### config.mk
export PLATFORM = sky130hd
export DESIGN_NAME = shfl_iter
export DESIGN_NICKNAME = d
export VERILOG_FILES = /design/src/rtl/shfl_iter.sv
export SDC_FILE = /design/constraint.sdc
export NUM_CORES = 1
export LEC_CHECK = 0
export CAP_MARGIN = 25
export CORE_MARGIN = 10
export CORE_UTILIZATION = 40
export CTS_BUF_LIST = sky130_fd_sc_hd__clkbuf_4
export CTS_CLUSTER_SIZE = 30
export DETAILED_ROUTE_END_ITERATION = 10
export PLACE_DENSITY_LB_ADDON = 0.2
export SYNTH_ARGS = -nofsm -noshare
export SYNTH_HDL_FRONTEND = slang
export SYNTH_SLANG_ARGS = --single-unit
### constraint.sdc
create_clock -name clk -period 1.9 [get_ports clk]
set_input_delay 0.285 -clock clk [delete_from_list [all_inputs] [get_ports clk]]
set_output_delay 0.285 -clock clk [all_outputs]
set_load 0.01 [all_outputs]
### src/rtl/shfl_iter.sv
// ---------------------------------------------------------------------------
// shfl_iter
//
// Iterative 16-bit left shifter / rotator for the execute stage. An operand,
// a 4-bit shift count and an operation select are captured on an accepted
// start strobe. The datapath then moves one bit position per clock. When the
// last position has been shifted, a one-cycle done pulse is raised and the
// result is presented on Out. The execute stage stalls on busy while this is
// in progress, trading latency for a very small datapath.
//
// Ports
//   clk      in   1  system clock, all state changes on the rising edge
//   rst      in   1  synchronous active-high reset
//   in       in  16  operand, sampled only when a start is accepted
//   bit_cnt  in   4  shift amount 0..15, sampled with in
//   op       in   1  0 = shift left logical (zero fill), 1 = rotate left
//   start    in   1  request strobe, accepted only while idle
//   Out      out 16  result register, updated on entry to the done cycle
//   busy     out  1  high while shifting and during the done cycle
//   done     out  1  one-cycle pulse, Out is valid
//   err      out  1  one-cycle pulse, a start arrived while busy
// ---------------------------------------------------------------------------
module shfl_iter (
    input  logic        clk,
    input  logic        rst,
    input  logic [15:0] in,
    input  logic [3:0]  bit_cnt,
    input  logic        op,
    input  logic        start,
    output logic [15:0] Out,
    output logic        busy,
    output logic        done,
    output logic        err
);

    typedef enum logic [1:0] {
        IDLE  = 2'd0,
        SHIFT = 2'd1,
        DONE  = 2'd2
    } state_t;

    // Architectural state and registered outputs
    state_t      state_q,  state_d;
    logic [15:0] data_q,   data_d;
    logic [3:0]  remCnt_q, remCnt_d;
    logic        opRot_q,  opRot_d;
    logic [15:0] out_q,    out_d;
    logic        busy_q,   busy_d;
    logic        done_q,   done_d;
    logic        err_q,    err_d;

    // One position of movement. A rotate feeds the bit leaving the top back
    // into bit 0; a logical shift brings in a zero.
    logic [15:0] stepData;

    always_comb begin
        stepData = {data_q[14:0], (opRot_q & data_q[15])};
    end

    // Next-state logic for the whole block. Outputs are computed from the
    // next state so that busy/done/err come straight out of flops.
    always_comb begin
        state_d  = state_q;
        data_d   = data_q;
        remCnt_d = remCnt_q;
        opRot_d  = opRot_q;
        out_d    = out_q;
        err_d    = 1'b0;

        case (state_q)
            IDLE: begin
                if (start) begin
                    data_d   = in;
                    remCnt_d = bit_cnt;
                    opRot_d  = op;
                    if (bit_cnt == 4'd0) begin
                        // Nothing to move: the operand itself is the result.
                        state_d = DONE;
                        out_d   = in;
                    end else begin
                        state_d = SHIFT;
                    end
                end
            end

            SHIFT: begin
                data_d = stepData;
                err_d  = start;
                if (remCnt_q == 4'd1) begin
                    // Final position: publish the shifted word as it lands.
                    state_d = DONE;
                    out_d   = stepData;
                end else begin
                    remCnt_d = remCnt_q - 4'd1;
                end
            end

            DONE: begin
                // A start here is reported but not queued.
                err_d   = start;
                state_d = IDLE;
            end

            default: begin
                state_d = IDLE;
            end
        endcase

        busy_d = (state_d != IDLE);
        done_d = (state_d == DONE);
    end

    // Single state register. Reset wins over any start seen in the same cycle
    // and aborts an operation in flight without producing a done pulse.
    always_ff @(posedge clk) begin
        if (rst) begin
            state_q  <= IDLE;
            data_q   <= 16'h0000;
            remCnt_q <= 4'd0;
            opRot_q  <= 1'b0;
            out_q    <= 16'h0000;
            busy_q   <= 1'b0;
            done_q   <= 1'b0;
            err_q    <= 1'b0;
        end else begin
            state_q  <= state_d;
            data_q   <= data_d;
            remCnt_q <= remCnt_d;
            opRot_q  <= opRot_d;
            out_q    <= out_d;
            busy_q   <= busy_d;
            done_q   <= done_d;
            err_q    <= err_d;
        end
    end

    assign Out  = out_q;
    assign busy = busy_q;
    assign done = done_q;
    assign err  = err_q;

endmodule

==> results of run 1 <==
cell usage after synthesis (all sizes together) (2+ instances only):
cell      n
a211oi   33
a21oi    20
a2bb2oi   2
and2      2
buf      12
clkbuf    4
dfxtp    42
ha        4
inv       6
mux2i    15
nand2     4
nand2b    3
nand3     2
nor2     21
nor3b     2
o21ai     2
o22ai     4
final timing paths:
kind,slack [ps],endpoint,startpoint
hold reg to reg,460,opRot_q$_SDFFE_PP0P_,opRot_q$_SDFFE_PP0P_
setup / recovery,170,remCnt_q[0]$_SDFFE_PP0P_,state_q[1]$_SDFF_PP0_
hold / removal,460,opRot_q$_SDFFE_PP0P_,opRot_q$_SDFFE_PP0P_
setup reg to reg,170,remCnt_q[0]$_SDFFE_PP0P_,state_q[1]$_SDFF_PP0_
metal layers:
layer	vias to the layer above	part of all wire (%)	GRT usage, %
li1	804	-	-
met1	700	49	14.90
met2	27	45	18.02
met3	6	5.0	3.768
met4	0	1.2	4.258
met5	-	0	0
critical path: cells and delay by family, from the launching register on:
family          cells  cell delay [ps]
compound gates      2              450
buf+inv             1               80
fa+ha+maj           1              320
flops               1              340
mux                 1              440
state kept, by name, indices dropped and copies added, names as in the netlist:
signal	flops
err	1
Out	16
busy	1
state_q	2
remCnt_q	4
opRot_q	1
done	1
data_q	16
final cells by class:
class	instances	share of cell area [%]
Tap cell	52	2.653
Clock buffer	6	1.837
Inverter	6	0.9184
Multi-Input combinational cell	127	35.87
Timing Repair Buffer	59	23.88
Sequential cell	42	34.29
Clock inverter	2	0.5612
power by group through the flow:
stage                     sequential, mW  combinational (mW)  clock [mW]
final                              0.999               0.469       0.451
after global routing                1.01               0.526       0.498
after CTS                           1.00               0.474       0.464
after detailed placement            1.02               0.472           0
after global placement              1.02               0.468           0
after floorplan                     1.02               0.293           0
placed cells by master (no fill, tap or decap), types with 3 or more instances in the layout:
cell / n
ha_1: 3
a21oi_1: 20
nand2b_1: 3
buf_12: 3
nor2_1: 21
inv_1: 6
clkbuf_4: 6
a211oi_1: 32
clkdlybuf4s50_1: 42
mux2i_1: 15
dfxtp_1: 42
o22ai_1: 3
buf_4: 14
nand2_1: 4
kinds of logic after synthesis:
| logic type | count (synthesis) |
|---|---|
| AO/OA/AOI/OAI | 67 |
| multiplexers | 16 |
| AND/OR/NAND/NOR | 40 |
| buffers and inverters | 23 |
| adder cells (fa/ha/maj) | 4 |
| flip-flops | 42 |
==> reports/results.tsv, run 1 <==
stage	metric	value	unit
status	status	finished clean	
power	Worst IR Drop VDD	0.3820	mV
sta	Tmin final	1735	ps
logic_synthesis	share of the synthesized area in the top cell type	44.47	%
logic_synthesis	Yosys top cell by area	dfxtp_1	
logic_synthesis	EDFF count, synth	0	
detailed_routing	Total Wirelength	4.418	mm
final_layout	Filler cells	413	
worst_setup_path	reg2reg path depth	5	
sta	Final Hold Fails	0	
worst_setup_path	worst path cell trace	inv_1, ha_1, mux2_2, a21boi_0, o32ai_1	
worst_setup_path	worst-path cell with the longest stage delay	mux2_2	
detailed_routing	Vias/cell	5.228	
final_layout	area grow syn2layout	29.72	%
grt	total global routing overflow	0	
clock_tree	Reg clk slew, reported paths	120	ps
job	max cap viols	0	
final_layout	register area	840.8	um2
logic_synthesis	mux contribution to synthesized area	8.537	%
grt	global-route wire length before repair	7.403	mm
die	Chip Width	88.75	um
power	NetSw	560.9	uW
logic_synthesis	#FFs+latches synth	42	
final_layout	multi-input logic area	879.6	um2
logic_synthesis	ys async rst share	0	%
sta	Hold Slack	457.4	ps
final_layout	final std cells w/o fill	294	
logic_synthesis	Distinct cells, synth	38	
logic_synthesis	Post-Syn Instances	192	
detailed_routing	first-pass iteration count of the detailed router	4	
grt	vias in the first global route	1546	
worst_setup_path	Critical Path RT	2140	ps
placement	DP HPWL	3.245	mm
sta	worst setup margin	165.3	ps
worst_setup_path	Startpoint Class	flop	
hold_path	worst hold stages	2	
placement	DP Worst Slack	-62.17	ps
final_layout	# diodes	0	
logic_synthesis	Mapped Nets	220	
placement	DP Area	0.002391	mm2
hold_path	Hold Crit Class	flop to flop	
clock_tree	CTS tree	built	
clock_tree	H-tree depth	2	
worst_setup_path	crit-path max cell delay	440	ps
final_layout	Final Core Density	54.81	%
placement	dpl cells	286	
die	row count	24	
clock_tree	clk root buf	clkbuf_4	
sta	Slew HR	68.11	%
clock_tree	Clock Tree Buf Depth	2	
clock_tree	clk sinks	42	
sta	final worst-path cycle share	91.30	%
die	core box area	0.004474	mm2
sta	Setup violations, final	0	
logic_synthesis	area fraction in compound gates after synthesis	24.62	%
logic_synthesis	adder-cell share of the synthesized area	2.647	%
sta	Setup Skew	10.34	ps
clock_tree	CTS resizes	0	
sta	TNS Setup	0	ps
grt	total track usage	11.69	%
logic_synthesis	main combinational cell family by area after synthesis	compound AO/OA/AOI/OAI gates	
power	Flop pwr share	52.1	%
power	Internal Power	1.359	mW
sta	Slew Limit Fails	0	
power	Static Leak	0.8935	nW
detailed_routing	vias	1537	
final_layout	Final #Nets	269	
power	pwr/cell area	782.7	mW/mm2
power	power share of the clock group	23.5	%
detailed_routing	DRC viols	0	
worst_setup_path	Crit Path Max Fanout	7	
sta	worst-margin pin slew	476.8	ps
die	Die Ht	88.75	um
detailed_routing	DRT antenna net count	0	
placement	Buffers on Ports	42	
clock_tree	CTS Buf Count	5	
logic_synthesis	top cells by area, synth	dfxtp_1, a211oi_1, mux2i_1, a21oi_1, nor2_1	
power	Final Power	1.919	mW
clock_tree	Worst-Skew Late Latency	350	ps
final_layout	proportion of layout cells with a drive suffix above 1	12.81	%
logic_synthesis	Primary FF master, synth	dfxtp_1	
logic_synthesis	post-synthesis sequential area ratio	44.47	%
die	Initial Util	42.25	%
logic_synthesis	xor-xnor portion of the synthesized cell area	0	%
placement	GPL Wtd Cong	0.8134	
sta	Max Clock Freq	576.5	MHz
die	die area	0.007877	mm2
power	switching fraction of total power	29.22	%
sta	RSZ-0062 raised after global routing	false	
final_layout	Final Instance Area	0.002452	mm2
power	Comb pwr share	24.4	%
clock_tree	postcts setup bufs	0	
grt	initial antenna violation count	0	
worst_setup_path	Worst EP arrival	1980	ps
detailed_routing	Wirelength per Cell	15.03	um
logic_synthesis	Post-Synth Simple-Gate Area	10.59	%
worst_setup_path	worst setup path class	flop to flop	
detailed_routing	Detailed Route Iter0 Violations	88	
worst_setup_path	crit end category	flop	
logic_synthesis	Mapped Area	0.001891	mm2
logic_synthesis	synth warn	0	
logic_synthesis	syn avg cell area	9.847	um2
die	IO Pins	43	
grt	largest net degree at the start of global routing	33	
clock_tree	Hold-fix buffers, CTS	0	
Note: power is estimated with default switching activity, not from simulation.
==> inputs of run 2 (changes only) <==
--- a/config.mk
+++ b/config.mk
@@ -6,6 +6,7 @@
 export NUM_CORES = 1
 export LEC_CHECK = 0
 export CAP_MARGIN = 25
+export CORE_ASPECT_RATIO = 0.7
 export CORE_MARGIN = 10
 export CORE_UTILIZATION = 40
 export CTS_BUF_LIST = sky130_fd_sc_hd__clkbuf_4
==> run 2 against run 1 <==
  * Critical path depth up 2
  * Setup slack improved by 36 ps
  * Die area up 0.55%
==> reports/results.tsv, run 2 (synthesis results as in run 1) <==
stage	metric	value	unit
grt	largest net degree at the start of global routing	43	
clock_tree	Clock Tree Buf Depth	2	
sta	Tmin final	1699	ps
sta	Final Hold Fails	0	
job	max cap viols	0	
clock_tree	H-tree depth	2	
die	Chip Width	102.2	um
final_layout	area grow syn2layout	28.86	%
detailed_routing	DRT antenna net count	0	
detailed_routing	vias	1568	
die	row count	20	
sta	Max Clock Freq	588.7	MHz
final_layout	Final #Nets	269	
placement	Buffers on Ports	42	
worst_setup_path	worst-path cell with the longest stage delay	dfxtp_1	
placement	DP HPWL	3.311	mm
worst_setup_path	crit-path max cell delay	390	ps
worst_setup_path	WP depth	7	
hold_path	worst hold stages	2	
sta	RSZ-0062 raised after global routing	false	
grt	initial antenna violation count	0	
power	power share of the clock group	22.6	%
placement	DP Worst Slack	-64.98	ps
power	switching fraction of total power	28.96	%
clock_tree	CTS tree	built	
final_layout	# diodes	0	
sta	worst setup margin	201.2	ps
detailed_routing	first-pass iteration count of the detailed router	4	
die	core box area	0.004454	mm2
sta	Setup violations, final	0	
die	Initial Util	42.44	%
final_layout	most frequent cells in the layout	dfxtp_1, clkdlybuf4s50_1, a211oi_1	
worst_setup_path	Crit Path Max Fanout	16	
die	IO Pins	43	
power	Worst IR Drop VDD	0.4063	mV
grt	global-route wire length before repair	7.500	mm
detailed_routing	DRC viols	0	
clock_tree	clk root buf	clkbuf_4	
detailed_routing	Vias/cell	5.279	
power	Static Leak	0.8893	nW
worst_setup_path	reg2reg path depth	7	
power	pwr/cell area	778.1	mW/mm2
sta	final worst-path cycle share	89.41	%
worst_setup_path	worst path cell trace	inv_1, ha_1, nand2_1, o22ai_4, and2_1, buf_12, a211oi_1	
clock_tree	Reg clk slew, reported paths	120	ps
die	Die Ht	77.52	um
clock_tree	Hold-fix buffers, CTS	0	
grt	vias in the first global route	1544	
worst_setup_path	Startpoint Class	flop	
grt	total global routing overflow	0	
worst_setup_path	crit end category	flop	
power	NetSw	549.0	uW
final_layout	Final Instance Area	0.002436	mm2
final_layout	Final Core Density	54.69	%
grt	total track usage	11.45	%
detailed_routing	Wirelength per Cell	15.09	um
clock_tree	clk sinks	42	
die	die area	0.007920	mm2
sta	Slew Limit Fails	0	
worst_setup_path	critical path's top delay family	flip-flops	
final_layout	Filler cells	429	
final_layout	proportion of layout cells with a drive suffix above 1	11.98	%
status	status	finished clean	
sta	Slew HR	79.09	%
detailed_routing	Detailed Route Iter0 Violations	48	
clock_tree	CTS Buf Count	5	
placement	GPL Wtd Cong	0.7972	
hold_path	Hold Crit Class	flop to flop	
sta	worst-margin pin slew	310.9	ps
detailed_routing	Total Wirelength	4.482	mm
worst_setup_path	Worst EP arrival	1960	ps
worst_setup_path	WP buf/inv	2	
worst_setup_path	Critical Path RT	2160	ps
worst_setup_path	worst setup path class	flop to flop	
clock_tree	postcts setup bufs	0	
clock_tree	CTS resizes	0	
placement	DP Area	0.002382	mm2
sta	Setup Skew	11.56	ps
power	Flop pwr share	52.9	%
power	Comb pwr share	24.5	%
power	Internal Power	1.347	mW
clock_tree	Worst-Skew Late Latency	340	ps
==> run 2: changes by cell type in the layout (fill, tap and decap cells not counted) <==
cell	delta
buf_12	-1
ha_1	+1
buf_4	+1
clkinv_1	+1
ha_2	-1
clkinv_4	-1
==> run 2: worst min-delay path, delay by kind of cell (launching register included) <==
family | cells | cell delay, ps
flip-flops | 1 | 330
AND/OR/NAND/NOR | 1 | 50
AO/OA/AOI/OAI | 1 | 60
==> run 2: routing by layer <==
layer | global-route usage [%] | share of wire, %
met1 | 15.40 | 50
met2 | 16.63 | 42
met3 | 4.159 | 7.2
met4 | 3.371 | 0.89
met5 | 0 | 0
==> run 2: per-stage QoR <==
| stage | cells | power, mW | hold slack [ps] | setup TNS (ps) |
|---|---|---|---|---|
| global placement | 289 | 1.482 | 441.3 | -328.8 |
| floorplan | 192 | 1.315 | 405.5 | 0 |
| global route | 297 | 2.015 | 507.3 | 0 |
| detailed placement | 289 | 1.488 | 452.4 | -741.2 |
| finish | 297 | 1.895 | 469.8 | 0 |
| CTS | 297 | 1.918 | 472.0 | 0 |
==> run 2: area by class of cell <==
class	instances	area, um2	share of cell area (%)
Timing Repair Buffer	59	573.1	23.52
Clock inverter	2	8.758	0.3595
Sequential cell	42	840.8	34.51
Inverter	6	22.52	0.9245
Clock buffer	6	45.04	1.849
Multi-Input combinational cell	127	877.1	36.00
Tap cell	55	68.82	2.825
==> run 2: path summary, 6_finish.rpt <==
kind	startpoint	endpoint	slack (ps)
max	state_q[0]$_SDFF_PP0_	Out[2]$_SDFFE_PP0P_	200
max reg2reg	state_q[0]$_SDFF_PP0_	Out[2]$_SDFFE_PP0P_	200
min reg2reg	opRot_q$_SDFFE_PP0P_	opRot_q$_SDFFE_PP0P_	470
min	opRot_q$_SDFFE_PP0P_	opRot_q$_SDFFE_PP0P_	470
==> run 2: power groups by stage <==
stage / registers [mW] / logic [mW] / clock network, mW
2_1_floorplan: 1.02 / 0.293 / 0
4_1_cts: 1.00 / 0.468 / 0.447
6_report: 1.00 / 0.465 / 0.429
5_1_grt: 1.01 / 0.515 / 0.487
3_5_place_dp: 1.02 / 0.466 / 0
3_3_place_gp: 1.02 / 0.461 / 0
